**src/rtl/test_monitor_sat_counter.sv**
```systemverilog
`default_nettype none
// ---- sat_counter : up-counter that sticks at all-ones, clear beats increment ----
// ---- rev 1.0                                                                 ----
module sat_counter #(
  parameter int unsigned W = 8
) (
  input  logic         clk,
  input  logic         reset,
  input  logic         inc,
  input  logic         clear,
  output logic [W-1:0] count
);

  logic [W-1:0] count_q;
  logic [W-1:0] count_d;

  always_comb begin
    count_d = count_q;
    if (clear) begin
      count_d = '0;
    end else if (inc && (count_q != {W{1'b1}})) begin
      count_d = count_q + W'(1);
    end
  end

  always_ff @(posedge clk) begin
    if (reset) begin
      count_q <= '0;
    end else begin
      count_q <= count_d;
    end
  end

  assign count = count_q;

endmodule
`default_nettype wire

```
**config.mk**
```make
export PLATFORM = sky130hd
export DESIGN_NAME = sat_counter
export DESIGN_NICKNAME = d
export VERILOG_FILES = /design/src/rtl/test_monitor_sat_counter.sv
export SDC_FILE = /design/constraint.sdc
export NUM_CORES = 1
export LEC_CHECK = 0
export CELL_PAD_IN_SITES_DETAIL_PLACEMENT = 1
export CELL_PAD_IN_SITES_GLOBAL_PLACEMENT = 1
export CORE_UTILIZATION = 32
export DETAILED_ROUTE_END_ITERATION = 6
export PLACE_DENSITY = 0.79
export SYNTH_ARGS = -nofsm -noshare
export SYNTH_HDL_FRONTEND = slang
export SYNTH_SLANG_ARGS = --single-unit
```
**constraint.sdc**
```tcl
create_clock -name clk -period 1.7 [get_ports clk]
set_input_delay 0.255 -clock clk [delete_from_list [all_inputs] [get_ports clk]]
set_output_delay 0.255 -clock clk [all_outputs]
set_load 0.01 [all_outputs]
```
==> results.yml, run 1 <==
synth:
  yosysTopAreaCell: "dfxtp_1"
  synthArstFlopShare_pct: 0
  synth_area_leaders: "dfxtp_1 37%, mux2i_1 9.2%, a2111oi_4 6.3%"
  syn-cell-area_um2: 435.4
  syn_inst: 47
  yosysTopAreaCellShare_pct: 36.78
  syn_avg_cell_area_um2: 9.264
  synthFlopType: "dfxtp_1"
  synth_edf_count: 0
  seq_area_frac_synth_pct: 36.78
  synth.distinct_cells: 21
  ys_seq_elements: 8
  synth_fp_nets: 52
  yosysWarnings: 0
die:
  die-area_mm2: 0.001512
  initial_utilization_pct: 36.71
  core_area_mm2: 0.001186
  die_y_um: 38.89
  num_rows: 12
  die-width_um: 38.89
  ios: 12
worst_setup_path:
  rr_endpoint: "count[0]"
  crit_buf_inv: 1
  r2r_cells: 4
  worst_r2r_startpoint: "count[0]"
  r2r_slack_ns: 0.25
  crit_type: "reg -> out"
  crit_path_cell_trace: "clkdlybuf4s50_1"
  critPathLaunchType: "flip-flop"
  cp-end-kind: "primary output"
  crit_arrival_ns: 1.29
  cp.required_ns: 1.44
  cp_slowest_cell: "clkdlybuf4s50_1"
  slowest_delay_ns: 0.58
  cp_max_fo: 8
  cp_top_family: "buffers and inverters"
clock_network:
  cts_hold_buf: 0
  path_clk_slew_ns: 0.06
  htreeDepth: 1
  cts_buffers: 3
  insertion_delay_ns: 0.26
  cts_tree: "yes"
  clock-sinks: 8
  root_buffer: "clkbuf_4"
  cts_setup_buffers: 0
  clockBufferDepth: 2
  ctsResizeCount: 0
sta:
  setup_viol: 0
  tightest_slew_ns: 0.3184
  skew_ns: 0.002440
  drv_slew: 0
  grt_setup_unrepaired: "false"
  hold_viol_final: 0
  max_slew_margin_pct: 78.72
  timing.hold.ws_ns: 0.4864
  fin_crit_ns: 1.545
  timing.final.crit_share_pct: 90.89
  setup_tns_ns: 0
  fmax_ghz: 0.6472
final_layout:
  area_growth_pct: 37.93
  nets: 70
  layout_commonest_cell: "clkdlybuf4s50_1"
  layout_common_cells: "11 x clkdlybuf4s50_1, 8 x dfxtp_1, 6 x nand2_1"
  num_antenna_cells: 0
  finalCoreUtilization_pct: 50.63
  fin_cells: 77
  n_fill_cell: 142
  drive_gt1_share_pct: 12.70
  largest_reg_flops: 8
drt:
  dr.pass1.iters: 2
  detail-route-antenna-nets: 0
  dr_total_vias: 427
  drt_wl_total_um: 1051
  route.met3.wl_um: 43
  drc: 0
  drt-initial-drc-count: 2
  top_layer: "met4"
  viasPerCell: 5.545
  met2WireLength_um: 510
  wl_met1_um: 481
  wl_per_cell_um: 13.65
global_routing:
  grt_usage_pct: 18.90
  antenna_found_initial: 0
  grt_max_degree: 9
  grt-ovfl-total: 0
  grt_pass1_wl_um: 1849
  grt_pass1_vias: 414
power:
  pwr_density_cell_mw_per_mm2: 622.3
  irDropWorstVdd_v: 0.0003087
  p_leak_nw: 0.2234
  power_mw: 0.3737
min_path:
  whs_endpoint: "count[1]"
  hp-start: "count[1]"
  min_path_type: "reg -> reg"
  holdPathStages: 2
placed_design:
  gp_congestion: 0.7825
  hpwl_um: 817.1
  dpl.cell_count: 74
  numPortBuffers: 11
run_status:
  outcome: "complete, no violations"
flow_run:
  drv_cap: 0
==> cell usage after synthesis (2+ instances only) <==
cell	n
or3_1	3
a21boi_1	2
nand3_1	2
a21oi_1	4
dfxtp_1	8
and3_1	3
nand2_1	6
mux2i_1	4
and4_1	2
nand4_1	2
==> worst max-delay path by stage <==
stage | start | depth (start not counted) | slack, ns | end
after detailed placement | inc | 4 | 0.04 | count[5]
final | count[3] | 1 | 0.15 | count[3]
after CTS | count[3] | 1 | 0.15 | count[3]
after floorplan | count[0] | 4 | 0.29 | count[6]
after global routing | count[3] | 1 | 0.08 | count[3]
after global placement | inc | 4 | 0.08 | count[5]
==> metal layers <==
metal	vias up	GRT usage [%]
met3	4	5.202
met4	0	10.34
met5	-	0
met1	200	21.60
li1	211	-
met2	12	31.25
==> worst reg2reg max path, delay by kind of cell, from the launching register on <==
family | cells | cell delay [ns]
AO/OA/AOI/OAI | 1 | 0.31
adder cells (fa/ha/maj) | 1 | 0.26
flip-flops | 1 | 0.34
multiplexers | 1 | 0.23
AND/OR/NAND/NOR | 1 | 0.24
==> logic make-up (layout without fill, tap and decap cells) <==
family | after synthesis | after routing | share of synthesized area (%)
buffers and inverters | 2 | 18 | 2.586
AOI/OAI and AO/OA | 10 | 10 | 19.54
adders and majority gates | 1 | 1 | 2.873
muxes | 4 | 4 | 9.196
and+or+nand+nor | 22 | 22 | 29.03
DFF | 8 | 8 | 36.78
==> metrics by stage <==
| stage | setup slack, ns | cell area [µm²] |
|---|---|---|
| 2_1_floorplan | 0.2902 | 435.4 |
| 3_3_place_gp | 0.08116 | 578.1 |
| 3_5_place_dp | 0.03615 | 578.1 |
| 4_1_cts | 0.1505 | 600.6 |
| 5_1_grt | 0.07585 | 600.6 |
| 6_report | 0.1548 | 600.6 |
==> power by group <==
group          internal [mW]  switching (mW)  leakage [nW]  total, mW
sequential             0.189         0.00169        0.0646      0.191
combinational         0.0166          0.0139         0.145     0.0305
clock                 0.0813          0.0711        0.0138      0.152
==> area by class of cell <==
type | count | area [µm²] | area share (%)
Multi-Input combinational cell | 37 | 264.0 | 43.96
Sequential cell | 8 | 160.2 | 26.67
Inverter | 1 | 3.754 | 0.6250
Tap cell | 14 | 17.52 | 2.917
Timing Repair Buffer | 14 | 132.6 | 22.08
Clock buffer | 3 | 22.52 | 3.750
Note: power is estimated with default switching activity, not from simulation.
==> run 2: changes to the inputs <==
--- a/config.mk
+++ b/config.mk
@@ -10,5 +10,6 @@
 export CORE_UTILIZATION = 32
 export DETAILED_ROUTE_END_ITERATION = 6
-export PLACE_DENSITY = 0.79
+export MAX_ROUTING_LAYER = met4
+export PLACE_DENSITY_LB_ADDON = 0.1
 export SYNTH_ARGS = -nofsm -noshare
 export SYNTH_HDL_FRONTEND = slang
==> constraint.sdc (replaced) <==
create_clock -name clk -period 1.7 [get_ports clk]
set_input_delay 0.255 -clock clk [delete_from_list [all_inputs] [get_ports clk]]
set_output_delay 0.255 -clock clk [all_outputs]
set_load 0.05 [all_outputs]
==> run 2 against run 1 <==
  * Sequential share of layout area grew 2.4 points
  * Maximum frequency increased by 5.4%
  * Clock power is essentially flat
==> results.yml, run 2 (synthesis gave the netlist of run 1 again) <==
sta:
  timing.hold.ws_ns: 0.4862
  setup_viol: 0
  timing.final.crit_share_pct: 86.22
  drv_slew: 0
  fin_crit_ns: 1.466
  fmax_ghz: 0.6822
  skew_ns: 0.002997
  grt_setup_unrepaired: "false"
  tightest_slew_ns: 0.4066
  hold_viol_final: 0
  max_slew_margin_pct: 72.80
  setup_tns_ns: 0
placed_design:
  hpwl_um: 848.2
  gp_congestion: 0.7144
  numPortBuffers: 11
clock_network:
  cts_tree: "yes"
  cts_hold_buf: 0
  htreeDepth: 1
  path_clk_slew_ns: 0.06
  cts_setup_buffers: 0
  clockBufferDepth: 2
  ctsResizeCount: 0
  cts_buffers: 3
  root_buffer: "clkbuf_4"
  insertion_delay_ns: 0.26
  clock-sinks: 8
worst_setup_path:
  cp-end-kind: "flip-flop"
  critPathLaunchType: "flip-flop"
  cp_max_fo: 5
  crit_type: "reg -> reg"
  crit_path_cell_trace: "ha_1, and3_1, a21boi_1, mux2i_1"
  slowest_delay_ns: 0.33
  cp_slowest_cell: "dfxtp_2"
  cp.required_ns: 1.88
  crit_arrival_ns: 1.64
  crit_buf_inv: 0
  cp_top_family: "flip-flops"
drt:
  wl_met1_um: 489
  route.met3.wl_um: 49
  top_layer: "met4"
  detail-route-antenna-nets: 0
  viasPerCell: 5.514
  dr_total_vias: 408
  dr.pass1.iters: 1
  drc: 0
  drt_wl_total_um: 1140
  wl_per_cell_um: 15.41
  met2WireLength_um: 577
  drt-initial-drc-count: 0
die:
  num_rows: 12
  ios: 12
  die-area_mm2: 0.001512
  core_area_mm2: 0.001186
  initial_utilization_pct: 36.71
  die-width_um: 38.89
  die_y_um: 38.89
run_status:
  outcome: "complete, no violations"
global_routing:
  grt_usage_pct: 20.37
  grt_pass1_wl_um: 1876
  grt_pass1_vias: 412
  grt_max_degree: 9
  grt-ovfl-total: 0
  antenna_found_initial: 0
flow_run:
  drv_cap: 0
power:
  switchingPower_mw: 0.09136
  p_leak_nw: 0.2261
  power_switching_share_pct: 24.35
  p_clk_share_pct: 40.7
  seq_power_share_pct: 51.0
  p_comb_share_pct: 8.4
  power_mw: 0.3753
  p_int_mw: 0.2839
  irDropWorstVdd_v: 0.0003098
  pwr_density_cell_mw_per_mm2: 669.5
final_layout:
  layout_commonest_cell: "buf_4"
  layout_common_cells: "8 x buf_4, 6 x nand2_1, 6 x dfxtp_1"
  num_antenna_cells: 0
  area_growth_pct: 28.74
  largest_reg_flops: 8
  nets: 67
  drive_gt1_share_pct: 25.00
min_path:
  min_path_type: "reg -> reg"
-- run 2: cell types whose count changed in the layout (fill, tap and decap cells not counted), sizes merged --
cell / before / now
buf: 3 / 8
clkdlybuf4s50: 11 / 3
-- run 2: routing by layer --
metal  vias to the layer above  GRT usage, %
met5                         -             -
met4                         0         9.483
li1                        206             -
met3                         4         8.671
met2                        11         35.00
met1                       187         19.58
-- run 2: power by group through the flow --
stage | clock (mW) | sequential, mW | combinational (mW)
floorplan | 0 | 0.201 | 0.00890
global placement | 0 | 0.195 | 0.0303
detailed placement | 0 | 0.195 | 0.0316
CTS | 0.159 | 0.191 | 0.0317
global route | 0.170 | 0.191 | 0.0345
finish | 0.153 | 0.191 | 0.0315
-- run 2: metrics by stage --
step	util, %	worst slack [ns]	cell area, µm²	instances
finish	47.26	0.2342	560.5	74
global route	47.26	0.1331	560.5	74
CTS	47.26	0.2349	560.5	74
global placement	45.36	0.07431	538.0	71
floorplan	-	0.1065	437.9	47
detailed placement	45.36	0.01514	538.0	71
-- run 2: cell type report --
| class | count | area (µm²) |
|---|---|---|
| fillers | 138 | 625.6 |
| multi-input cells | 37 | 264.0 |
| flip-flops and latches | 8 | 162.7 |
| repair buffers | 11 | 90.09 |
| clock buffers | 3 | 22.52 |
| well taps | 14 | 17.52 |
| inverters | 1 | 3.754 |
-- run 2: worst paths after layout --
path / slack [ns] / endpoint / from / cells after the start
worst min register to register: 0.49 / count[1] / count[1] / 2
worst min-delay path: 0.49 / count[1] / count[1] / 2
worst max-delay path: 0.23 / count[0] / count[0] / 4
worst max register to register: 0.23 / count[0] / count[0] / 4
-- run 2: worst reg2reg max path: cells and delay by family (launching register included) --
kind                     cells  cell delay, ns
flip-flops                   1            0.33
multiplexers                 1            0.25
AND/OR/NAND/NOR              1            0.24
adder cells (fa/ha/maj)      1            0.25
AO/OA/AOI/OAI                1            0.30
